<file path="src/rtl/sd_bridge_pkg.sv">
// rtl/sd_bridge_pkg.sv - shared state type and lane helper for the Wishbone byte bridge
package sd_bridge_pkg;

  typedef enum logic [1:0] {
    IDLE = 2'd0,
    XFER = 2'd1,
    ACK  = 2'd2
  } bridge_state_t;

  function automatic logic [1:0] hi_lane(input logic [3:0] mask);
    if (mask[3])      return 2'd3;
    else if (mask[2]) return 2'd2;
    else if (mask[1]) return 2'd1;
    else              return 2'd0;
  endfunction

endpackage

</file>
<file path="src/rtl/sd_wb_byte_bridge.sv">
// rtl/sd_wb_byte_bridge.sv - Wishbone classic word port to byte-wide register port bridge
module sd_wb_byte_bridge
  import sd_bridge_pkg::*;
#(
  parameter int ADDR_W = 7
) (
  input  logic              clk,
  input  logic              rst,
  input  logic              wb_cyc_i,
  input  logic              wb_stb_i,
  input  logic              wb_we_i,
  input  logic [ADDR_W-1:0] wb_adr_i,
  input  logic [3:0]        wb_sel_i,
  input  logic [31:0]       wb_dat_i,
  output logic [31:0]       wb_dat_o,
  output logic              wb_ack_o,
  output logic              reg_we_o,
  output logic [ADDR_W-1:0] reg_addr_o,
  output logic [7:0]        reg_wdata_o,
  input  logic [7:0]        reg_rdata_i
);

  bridge_state_t     state_q, state_d;
  logic [3:0]        mask_q, mask_d;
  logic [ADDR_W-3:0] wadr_q, wadr_d;
  logic              we_q, we_d;
  logic [31:0]       wdat_q, wdat_d;
  logic [31:0]       rbuf_q, rbuf_d;
  logic              reg_we_q, reg_we_d;
  logic [ADDR_W-1:0] reg_addr_q, reg_addr_d;
  logic [7:0]        reg_wdata_q, reg_wdata_d;
  logic              ack_q, ack_d;
  logic [31:0]       wb_dat_q, wb_dat_d;

  logic [1:0]        first_lane, cur_lane, nxt_lane;
  logic [3:0]        rest_mask;
  logic [31:0]       rbuf_next;

  logic unused_adr_lsb;
  assign unused_adr_lsb = ^wb_adr_i[1:0];

  always_comb begin
    state_d     = state_q;
    mask_d      = mask_q;
    wadr_d      = wadr_q;
    we_d        = we_q;
    wdat_d      = wdat_q;
    rbuf_d      = rbuf_q;
    reg_we_d    = reg_we_q;
    reg_addr_d  = reg_addr_q;
    reg_wdata_d = reg_wdata_q;
    ack_d       = 1'b0;
    wb_dat_d    = wb_dat_q;
    first_lane  = hi_lane(wb_sel_i);
    cur_lane    = hi_lane(mask_q);
    rest_mask   = mask_q & ~(4'b0001 << cur_lane);
    nxt_lane    = hi_lane(rest_mask);
    rbuf_next   = rbuf_q;
    if (!we_q) rbuf_next[{cur_lane, 3'b000} +: 8] = reg_rdata_i;

    case (state_q)
      IDLE: begin
        if (wb_cyc_i && wb_stb_i) begin
          wadr_d = wb_adr_i[ADDR_W-1:2];
          we_d   = wb_we_i;
          wdat_d = wb_dat_i;
          rbuf_d = '0;
          mask_d = wb_sel_i;
          if (wb_sel_i != 4'b0000) begin
            reg_addr_d  = {wb_adr_i[ADDR_W-1:2], first_lane};
            reg_we_d    = wb_we_i;
            reg_wdata_d = wb_dat_i[{first_lane, 3'b000} +: 8];
            state_d     = XFER;
          end else begin
            ack_d    = 1'b1;
            wb_dat_d = '0;
            state_d  = ACK;
          end
        end
      end
      XFER: begin
        // Lanes run to completion even if the master drops cyc, so a word is never half-updated.
        rbuf_d = rbuf_next;
        mask_d = rest_mask;
        if (rest_mask != 4'b0000) begin
          reg_addr_d  = {wadr_q, nxt_lane};
          reg_we_d    = we_q;
          reg_wdata_d = wdat_q[{nxt_lane, 3'b000} +: 8];
        end else begin
          reg_we_d = 1'b0;
          ack_d    = wb_cyc_i;
          wb_dat_d = we_q ? 32'h0 : rbuf_next;
          state_d  = ACK;
        end
      end
      ACK: begin
        wb_dat_d = '0;
        state_d  = IDLE;
      end
      default: state_d = IDLE;
    endcase
  end

  always_ff @(posedge clk or posedge rst) begin
    if (rst) begin
      state_q     <= IDLE;
      mask_q      <= '0;
      wadr_q      <= '0;
      we_q        <= 1'b0;
      wdat_q      <= '0;
      rbuf_q      <= '0;
      reg_we_q    <= 1'b0;
      reg_addr_q  <= '0;
      reg_wdata_q <= '0;
      ack_q       <= 1'b0;
      wb_dat_q    <= '0;
    end else begin
      state_q     <= state_d;
      mask_q      <= mask_d;
      wadr_q      <= wadr_d;
      we_q        <= we_d;
      wdat_q      <= wdat_d;
      rbuf_q      <= rbuf_d;
      reg_we_q    <= reg_we_d;
      reg_addr_q  <= reg_addr_d;
      reg_wdata_q <= reg_wdata_d;
      ack_q       <= ack_d;
      wb_dat_q    <= wb_dat_d;
    end
  end

  assign wb_dat_o    = wb_dat_q;
  assign wb_ack_o    = ack_q;
  assign reg_we_o    = reg_we_q;
  assign reg_addr_o  = reg_addr_q;
  assign reg_wdata_o = reg_wdata_q;

endmodule
</file>
<file path="config.mk">
export PLATFORM = sky130hd
export DESIGN_NAME = sd_wb_byte_bridge
export DESIGN_NICKNAME = d
export VERILOG_FILES = /design/src/rtl/sd_bridge_pkg.sv /design/src/rtl/sd_wb_byte_bridge.sv
export SDC_FILE = /design/constraint.sdc
export NUM_CORES = 1
export LEC_CHECK = 0
export BUFFER_PORTS_ARGS = -buffer_cell sky130_fd_sc_hd__buf_2
export CAP_MARGIN = 20
export CORE_MARGIN = 2
export CORE_UTILIZATION = 56
export DETAILED_ROUTE_END_ITERATION = 7
export PLACE_DENSITY = 0.88
export SYNTH_ARGS = -nofsm -noshare
export SYNTH_HDL_FRONTEND = slang
export SYNTH_SLANG_ARGS = --single-unit
</file>
<file path="constraint.sdc">
create_clock -name clk -period 4.6 [get_ports clk]
set_clock_uncertainty 0.1 [all_clocks]
set_input_delay 0.23 -clock clk [delete_from_list [all_inputs] [get_ports clk]]
set_output_delay 0.23 -clock clk [all_outputs]
set_load 0.05 [all_outputs]
</file>
==> summary.md, run 1 <==
| Metric | Value |
|---|---|
| Outcome | finished, final reports clean |
| Die width | 107 um |
| Port bufs | between 100 and 150 |
| Inst Count DP | 810 |
| Slew @ Worst Pin | roughly 840 ps |
| # IOs | between 100 and 150 |
| Die Footprint | 0.0116 mm^2 |
| Clock Latency Late Sink | about 520 ps |
| CP delay by family, top | simple AND/OR/NAND/NOR gates |
| Pin count of the biggest net entering global routing | 89 |
| Share of synthesized flip-flops with an asynchronous set or reset | between 90% and 100% |
| Vias per inst | around 6.1 |
| Critical Path Max Stage Delay | 540 ps |
| GR Overflow Total | 0 |
| Util after Layout | 72.7% |
| Commonest non-fill, non-tap cell in the layout | nand2_1 |
| CP arrival | 4110 ps |
| Worst Setup Start Kind | register |
| DR iter-0 viols | 374 |
| H-tree lvl count | 4 |
| Peak VDD IR | 0.584 mV |
| Core Region | 0.0104 mm^2 |
| Drt first pass iters | 5 |
| Via count | 5,436 |
| GRT Overall Usage | 30.7% |
| Initial antenna violation count | 0 |
| Avg Synthesized Cell Area | 9.85 um^2 |
| Post-DP HPWL | 10.1 mm |
| Final setup vio count | 0 |
| Layout Nets | 801 |
| Setup TNS | 0 ps |
| Post-synthesis xor/xnor area fraction | 0% |
| Clock Root Buffer | clkbuf_8 |
| Initial Utilization | 57.8% |
| Netlist cell types | 41 |
| Critical Path RT | approximately 4900 ps |
| Post-synth top area share | between 40 and 50% |
| Syn_nets | 674 |
| Final hold violation count | 0 |
| Fmax | between 200 and 300 MHz |
| Total Power | 5210 uW |
| Area contributors post-synth | dfrtp_1 (49%), nand2_1 (9.1%), mux2_2 (7.9%), a21oi_1 (4.7%), a22o_1 (4.7%) |
| Clock sink count | 117 |
| Mux cell area share after synthesis | a little under a tenth |
| Post-synthesis sequential area ratio | about half |
| Crit path time final | 3810 ps |
| Max Slew Vio Count | 0 |
| WL per Instance | 18.9 um |
| Number of fill cells | ~700 |
| R2R Setup Slk | 790 ps |
| Crit path buf inv count | 2 |
| Fraction of layout cells with a size suffix above 1 | approximately 26% |
| Post-Synth Adder-Cell Area | 1.88% |
| Sequential cell area | 0.00293 mm^2 |
| Synthesized flop and latch total | 117 |
| Crit share post-route | between 80% and 90% |
| Post-route ant nets | 0 |
| Post-synth top area cell | dfrtp_1 |
| Slew headroom | a little over two fifths |
| CP max-delay cell | nor2b_1 |
| Yosys Warn Count | 0 |
| First-pass GRT wire length | 27.1 mm |
| CTS tree | built |
| Reg clk slew, reported paths | 60 ps |
| CTS buffer count | 17 |
| Most used DFF post-synth | dfrtp_1 |
| Cells after synthesis | ~610 |
| Final Instance Count excl. Fillers | 885 |
| Setup CP Type | reg2reg |
| RePlAce Congestion | 0.845 |
| Chip height | 107 um |
| Leak | roughly 0.0037 uW |
| Critical path, cell by cell | nor2b_1 > nor2_1 > inv_1 > ha_1 > nand2b_1 > nand3_1 > a221oi_4 > buf_4 > mux2_2 |
| Mapped cell area | 0.00600 mm^2 |
| Largest family of logic cells by synthesized area | compound AO/OA/AOI/OAI gates |
| HP Class | in2reg |
| DRT Wirelength | 16.7 mm |
| Top fanout value on the critical path | 32 |
| Simple-gate portion of the synthesized area | 16.7% |
| Unrepaired setup endpoints after global routing | no |
| CP endpoint kind | register |
| Diodes inserted | 0 |
| Commonest cells after routing, fill and taps aside | nand2_1 (145), dfrtp_1 (117), buf_2 (102) |
| Pwr/cell area | 691 mW/mm^2 |
| Number of enable flip-flop cells after synthesis | 0 |
| Clock buffer depth | 2 |
| # DRC | 0 |
| Max-cap violations | 0 |
| Row cnt | 37 |
| Area of the multi-input gates | 0.00281 mm^2 |
| Syn-to-layout area delta | 25.8% |
| Complex-gate fraction of the synthesized area | 18.8% |
| Vias in the first global route | 5,532 |
==> layer usage <==
metal	part of all wire, %	vias up	global-route usage [%]
li1	-	2421	-
met1	38	2645	37.0
met2	50	306	50.9
met3	8.4	64	7.14
met4	3.9	0	16.5
met5	0	-	0
==> cell type report <==
type | count | area share [%]
multi-input combinational | 437 | 37.3
clock inverter | 10 | 1.73
inverter | 10 | 0.531
timing repair buffer | 153 | 13.5
sequential | 117 | 38.8
tap | 136 | 2.26
clock buffer | 22 | 5.87
==> cell usage after synthesis, types with 3 or more instances <==
master and n:
nor2b_1 5, nand2_1 145, mux2i_1 9, o211ai_1 16, o31a_1 8, a21o_1 19
nand2b_1 18, o21ai_0 15, nor2_1 7, a31oi_1 11, nand4_1 16, dfrtp_1 117
buf_4 3, buf_2 4, clkbuf_1 23, mux2_2 42, nand3_1 3, buf_6 4
inv_1 8, a22o_1 32, a21oi_1 56, buf_1 10, nor3b_1 8, ha_1 9
==> final timing paths <==
path	from	endpoint	depth (start not counted)
max in group asynchronous	rst	wdat_q[5]	5
hold reg to reg	wdat_q[20]	wdat_q[20]	2
hold / removal	reg_rdata_i[5]	rbuf_q[21]	2
min in group asynchronous	rst	wb_ack_o	3
setup reg to reg	mask_q[1]	wb_dat_o[26]	9
setup / recovery	mask_q[1]	wb_dat_o[26]	9
==> per-stage QoR <==
step / hold slack (ps) / setup WS, ps / area, um^2
floorplan: 235 / 1170 / 6000
CTS: 11.8 / 846 / 7510
detailed placement: 338 / 939 / 6520
global placement: 334 / 1050 / 6520
finish: 28.3 / 794 / 7540
global route: 16.1 / 638 / 7540
==> power by group <==
group	switching [uW]	total, uW	internal, uW
clock network	466	1300	834
logic	1610	2360	744
registers	216	1560	1340
total	2300	5210	2920
==> worst reg2reg max path: cells and delay by family, from the launching register on <==
kind	cells	cell delay, ps
simple gates	4	1560
compound gates	1	370
fa+ha+maj	1	220
flops	1	420
mux	1	430
buf+inv	2	590
==> what timing repair did <==
| item | in CTS | in global routing |
|---|---|---|
| hold endpoints to repair | 143 | 0 |
| hold buffers | 41 | 0 |
| setup buffers | 0 | 0 |
| gates resized for setup | 0 | 0 |
==> registers in the layout, summed over array words and instances, names as in the netlist <==
register and count:
mask_q 4, rbuf_q 32, wadr_q 5, wdat_q 24, wb_ack_o 1, state_q 2
reg_addr_o 7, wb_dat_o 32, we_q 1, reg_we_o 1, reg_wdata_o 8
==> logic make-up after synthesis <==
kind of cell	Yosys count
AO/OA/AOI/OAI	164
adder cells (fa/ha/maj)	9
buffers and inverters	55
flip-flops	117
multiplexers	52
AND/OR/NAND/NOR	212
Power figures use the tool's default switching activity.
==> inputs of run 2 (changes only) <==
CORE_UTILIZATION = 51   (was 56)
PLACE_DENSITY = 0.85   (was 0.88)
clock period = 3.1 ns   (was 4.6 ns; I/O delays follow)
==> run 2 against run 1 <==
Flip-flop and latch count unchanged. Via count decreased by 2.8%. Sequential share of layout area is 0.14 points higher. Combinational power rose by 53%. Clock power rose by 35%. Hold slack worse by 7.6 ps. Critical path type unchanged. Die area is 9.4% higher.
==> summary.md, run 2 (synthesis gave the netlist of run 1 again) <==
| Metric | Value |
|---|---|
| CTS buffer count | 17 (unchanged) |
| Via count | 5,285 (was 5,436) |
| Reg clk slew, reported paths | 50 ps (was 60 ps) |
| Post-DP HPWL | 9.91 mm (was 10.1 mm) |
| Vias per inst | 5.91 (was 6.14) |
| CP endpoint kind | register (unchanged) |
| Placed inst area | 0.00665 mm^2 (was 0.00652 mm^2) |
| Post-route ant nets | 0 (unchanged) |
| Drt first pass iters | 7 (was 5) |
| Critical Path RT | 3290 ps (was 4900 ps) |
| Chip height | 112 um (was 107 um) |
| CP delay by family, top | simple AND/OR/NAND/NOR gates (unchanged) |
| Peak VDD IR | 0.782 mV (was 0.584 mV) |
| DR iter-0 viols | 545 (was 374) |
| CP arrival | 3060 ps (was 4110 ps) |
| Fraction of layout cells with a size suffix above 1 | 26.3% (was 25.5%) |
| # DRC | 0 (unchanged) |
| Setup TNS | 0 ps (unchanged) |
| Crit path buf inv count | 2 (unchanged) |
| Die Footprint | 0.0126 mm^2 (was 0.0116 mm^2) |
| HP Class | in2reg (unchanged) |
| Area of the multi-input gates | 0.00281 mm^2 (unchanged) |
| GR Overflow Total | 0 (unchanged) |
| Slew headroom | 44.9% (was 43.6%) |
| Core Region | 0.0115 mm^2 (was 0.0104 mm^2) |
| Syn-to-layout area delta | 25.3% (was 25.8%) |
| Commonest non-fill, non-tap cell in the layout | nand2_1 (unchanged) |
| Final hold violation count | 0 (unchanged) |
| Post-CTS sizing | 0 (unchanged) |
| Layout Nets | 804 (was 801) |
| Critical path, cell by cell | or2_2 > inv_1 > ha_1 > nand2b_1 > nand3_1 > a221oi_4 > buf_12 > mux2_2 (was nor2b_1 > nor2_1 > inv_1 > ha_1 > nand2b_1 > nand3_1 > a221oi_4 > buf_4 > mux2_2) |
| Post-CTS setup repair buffer count | 0 (unchanged) |
| Crit share post-route | 92.4% (was 82.7%) |
| RePlAce Congestion | 0.855 (was 0.845) |
| Critical Path Max Stage Delay | 520 ps (was 540 ps) |
| Port bufs | 102 (unchanged) |
| Max Slew Vio Count | 0 (unchanged) |
| Setup CP Type | reg2reg (unchanged) |
| GRT Overall Usage | 26.7% (was 30.7%) |
| Crit path time final | 2870 ps (was 3810 ps) |
| Leak | 0.00366 uW (about the same) |
| Top fanout value on the critical path | 32 (unchanged) |
| Fmax | 349 MHz (was 263 MHz) |
| Sequential cell area | 0.00293 mm^2 (unchanged) |
| Max-cap violations | 0 (unchanged) |
| Unrepaired setup endpoints after global routing | no (unchanged) |
| WL per Instance | 18.3 um (was 18.9 um) |
| Diodes inserted | 0 (unchanged) |
| CP max-delay cell | dfrtp_1 (was nor2b_1) |
| Final setup vio count | 0 (unchanged) |
| Worst Setup Start Kind | register (unchanged) |
| Commonest cells after routing, fill and taps aside | nand2_1 (145), dfrtp_1 (117), buf_2 (102) (unchanged) |
| Clock Latency Late Sink | 410 ps (was 520 ps) |
| Initial antenna violation count | 0 (unchanged) |
| # IOs | 105 (unchanged) |
| CTS tree | built (unchanged) |
| Pwr/cell area | 1020 mW/mm^2 (was 691 mW/mm^2) |
| Vias in the first global route | 5,340 (was 5,532) |
| Outcome | finished, final reports clean (unchanged) |
| Pin count of the biggest net entering global routing | 118 (was 89) |
| Clock Root Buffer | clkbuf_16 (was clkbuf_8) |
| First-pass GRT wire length | 26.8 mm (was 27.1 mm) |
| Post-route cell area | 0.00751 mm^2 (was 0.00754 mm^2) |
| Initial Utilization | 52.3% (was 57.8%) |
| Slew @ Worst Pin | 825 ps (was 840 ps) |
| Hold Buf Count CTS | 34 (was 41) |
| Row cnt | 39 (was 37) |
| H-tree lvl count | 4 (unchanged) |
| Die width | 112 um (was 107 um) |
| DRT Wirelength | 16.4 mm (was 16.7 mm) |
| Number of fill cells | 825 (was 706) |
| Clock sink count | 117 (unchanged) |
| Clock buffer depth | 2 (unchanged) |
==> run 2: cell types whose count changed in the layout (fill, tap and decap cells not counted), moves of 2 or more <==
cell,delta
buf_4,+9
dlygate4sd3_1,-7
bufinv_16,-3
clkbuf_1,+3
buf_12,+2
clkbuf_8,+2
==> run 2: power by group <==
group          total [uW]  switching, uW  internal (uW)
clock                1750            651           1100
combinational        3610           2410           1200
sequential           2320            324           1990
total                7680           3380           4300
==> run 2: final timing paths <==
path / slack, ps / depth (start not counted) / from / end
min in group asynchronous: 370 / 4 / rst / wb_dat_o[11]
max in group asynchronous: 2060 / 4 / rst / reg_addr_o[2]
min: 20 / 2 / reg_rdata_i[1] / rbuf_q[25]
min reg2reg: 370 / 2 / wdat_q[11] / wdat_q[11]
max: 230 / 8 / mask_q[3] / wb_dat_o[20]
max reg2reg: 230 / 8 / mask_q[3] / wb_dat_o[20]
==> run 2: cell type report <==
type,count,area share [%]
Sequential cell,117,39.0
Clock buffer,28,6.74
Inverter,10,0.549
Tap cell,143,2.38
Multi-Input combinational cell,437,37.4
Clock inverter,4,0.266
Timing Repair Buffer,156,13.7
==> run 2: worst reg2reg max path, cell delays in order (launching register included) <==
cell      delay (ps)
dfrtp_1          520
or2_2            390
inv_1            140
ha_1             210
nand2b_1         160
nand3_1          220
a221oi_4         390
buf_12           250
mux2_2           380
==> run 2: metrics by stage <==
stage	setup WS, ps	cells	power [uW]	hold WS (ps)	util (%)
floorplan	215	609	4960	160	-
global placement	357	829	5640	255	58.0
detailed placement	271	829	5800	264	58.0
CTS	245	895	7620	1.97	65.5
global route	57.0	895	8100	25.6	65.5
finish	235	895	7680	20.7	65.5
==> run 2: routing by layer <==
metal  wire length (um)  vias to the layer above  track usage [%]
li1                   -                     2411                -
met1               6750                     2555             35.1
met2               7890                      280             42.7
met3               1330                       39             6.37
met4                429                        0             11.1
met5                  0                        -                0
==> inputs of run 3 (changes only) <==
MAX_ROUTING_LAYER = met4   (was default)
==> run 3 against run 2 <==
Clock power about the same. Non-clock buffer count stayed put. Critical endpoint unchanged. Critical path type unchanged. Core utilization unchanged. Largest cell class unchanged.
==> summary.md, run 3 (synthesis gave the netlist of run 1 again) <==
| Metric | Value |
|---|---|
| Vias per inst | 5.91 (about the same) |
| HP Class | in2reg (unchanged) |
| Slew @ Worst Pin | 812 ps (was 825 ps) |
| WL per Instance | 18.2 um (was 18.3 um) |
| Hold Buf Count CTS | 34 (unchanged) |
| Fraction of layout cells with a size suffix above 1 | 26.3% (unchanged) |
| Final worst slack | 220 ps (was 235 ps) |
| Critical path, cell by cell | or2_2 > inv_1 > ha_1 > nand2b_1 > nand3_1 > a221oi_4 > buf_12 > mux2_2 (unchanged) |
| # DRC | 0 (unchanged) |
| Internal power component | 4300 uW (about the same) |
| GR Overflow Total | 0 (unchanged) |
| Post-route ant nets | 0 (unchanged) |
| Core Region | 0.0115 mm^2 (unchanged) |
| Switch share | 44.0% (was 44.1%) |
| RePlAce Congestion | 0.869 (was 0.855) |
| Worst hold endpoint | rbuf_q[25] (unchanged) |
| Clock Root Buffer | clkbuf_16 (unchanged) |
| Commonest non-fill, non-tap cell in the layout | nand2_1 (unchanged) |
| Drt first pass iters | 5 (was 7) |
| Pwr/cell area | 1020 mW/mm^2 (about the same) |
| Final setup vio count | 0 (unchanged) |
| Post-Place Worst Slack | 271 ps (unchanged) |
| Post-DP HPWL | 9.91 mm (unchanged) |
| Reg clk slew, reported paths | 50 ps (about the same) |
| CTS buffer count | 17 (unchanged) |
| Die width | 112 um (unchanged) |
| DRT Wirelength | 16.3 mm (was 16.4 mm) |
| Initial Utilization | 52.3% (unchanged) |
| Max Slew Vio Count | 0 (unchanged) |
| Hold depth | 2 (unchanged) |
| CP max-delay cell | dfrtp_1 (unchanged) |
| Max-cap violations | 0 (unchanged) |
| Via count | 5,291 (was 5,285) |
| Port bufs | 102 (unchanged) |
| Row cnt | 39 (unchanged) |
| Final hold violation count | 0 (unchanged) |
| Slew headroom | 45.7% (was 44.9%) |
| Clock Power Share | 22.8% (about the same) |
| Clock Latency Late Sink | 420 ps (was 410 ps) |
| Syn-to-layout area delta | 25.3% (unchanged) |
| GRT Overall Usage | 27.5% (was 26.7%) |
| Fmax | 347 MHz (was 349 MHz) |
| Worst Setup Start Kind | register (unchanged) |
| Hold path start | reg_rdata_i[1] (unchanged) |
| Setup CP Type | reg2reg (unchanged) |
| Initial antenna violation count | 0 (unchanged) |
| H-tree lvl count | 4 (unchanged) |
| CTS tree | built (unchanged) |
| Sequential cell area | 0.00293 mm^2 (unchanged) |
| Critical Path Max Stage Delay | 520 ps (about the same) |
| Crit share post-route | 92.9% (was 92.4%) |
| CP endpoint kind | register (unchanged) |
| Post-CTS setup repair buffer count | 0 (unchanged) |
| Critical Path RT | 3290 ps (about the same) |
| Chip height | 112 um (unchanged) |
| Clock buffer depth | 2 (unchanged) |
| Peak VDD IR | 0.782 mV (about the same) |
| Area of the multi-input gates | 0.00281 mm^2 (unchanged) |
| Sequential share of power | 30.2% (about the same) |
| Vias in the first global route | 5,344 (was 5,340) |
| Switching power | 3370 uW (was 3380 uW) |
| CP arrival | 3070 ps (was 3060 ps) |
| Setup TNS | 0 ps (unchanged) |
| Diodes inserted | 0 (unchanged) |
| DR iter-0 viols | 498 (was 545) |
| R2R Setup Slk | 220 ps (was 230 ps) |
| Util after Layout | 65.5% (unchanged) |
| Critical R2R Capture | wb_dat_o[20] (unchanged) |
| Unrepaired setup endpoints after global routing | no (unchanged) |
| Layout Nets | 804 (unchanged) |
| Crit path buf inv count | 2 (unchanged) |
| Leak | 0.00366 uW (unchanged) |
| Pin count of the biggest net entering global routing | 118 (unchanged) |
| Die Footprint | 0.0126 mm^2 (unchanged) |
| First-pass GRT wire length | 26.8 mm (about the same) |
| Crit path time final | 2880 ps (was 2870 ps) |
| R2r startpoint | mask_q[3] (unchanged) |
| Top fanout value on the critical path | 32 (unchanged) |
| Number of fill cells | 825 (unchanged) |
| Clock sink count | 117 (unchanged) |
| Power share of the combinational group | 47.0% (about the same) |
| Outcome | finished, final reports clean (unchanged) |
| Post-CTS sizing | 0 (unchanged) |
| Commonest cells after routing, fill and taps aside | nand2_1 (145), dfrtp_1 (117), buf_2 (102) (unchanged) |
| Reg2reg path depth | 8 (unchanged) |
| # IOs | 105 (unchanged) |
| CP delay by family, top | simple AND/OR/NAND/NOR gates (unchanged) |
## run 3: cell counts in the layout (fill, tap and decap cells not counted)
No cell type changed its count.
## run 3: worst max path at each step
stage	from	to	slack, ps	cells after the start
after global placement	mask_q[3]	wb_dat_o[14]	360	8
after CTS	mask_q[3]	wb_dat_o[15]	240	8
after global routing	mask_q[3]	wb_dat_o[21]	50	8
final	mask_q[3]	wb_dat_o[20]	220	8
after detailed placement	mask_q[3]	wb_dat_o[15]	270	8
after floorplan	mask_q[1]	reg_addr_o[0]	220	11
## run 3: metal layers
metal	vias to the layer above	share of wire (%)	GRT usage, %
met4	0	2.1	10.6
met2	286	49	43.1
li1	2412	-	-
met5	-	0	-
met1	2555	41	35.1
met3	38	8.4	6.16
## run 3: cell type report
class,count,area share (%)
Sequential cell,117,39.0
Clock inverter,4,0.266
Tap cell,143,2.38
Timing Repair Buffer,156,13.7
Clock buffer,28,6.74
Inverter,10,0.549
Multi-Input combinational cell,437,37.4
## run 3: power groups by stage
stage / registers [uW] / clock network, uW / logic, uW
final: 2310 / 1750 / 3600
after global routing: 2360 / 1840 / 3910
after global placement: 2280 / 0 / 3360
after detailed placement: 2300 / 0 / 3500
after floorplan: 2730 / 0 / 2220
after CTS: 2300 / 1760 / 3570
## run 3: metrics by stage
step	total power (uW)	cell area [um^2]	instances	hold WS (ps)
2_1_floorplan	4960	6000	609	160
3_3_place_gp	5640	6650	829	255
3_5_place_dp	5800	6650	829	264
4_1_cts	7620	7510	895	1.97
5_1_grt	8100	7510	895	25.0
6_report	7670	7510	895	27.3
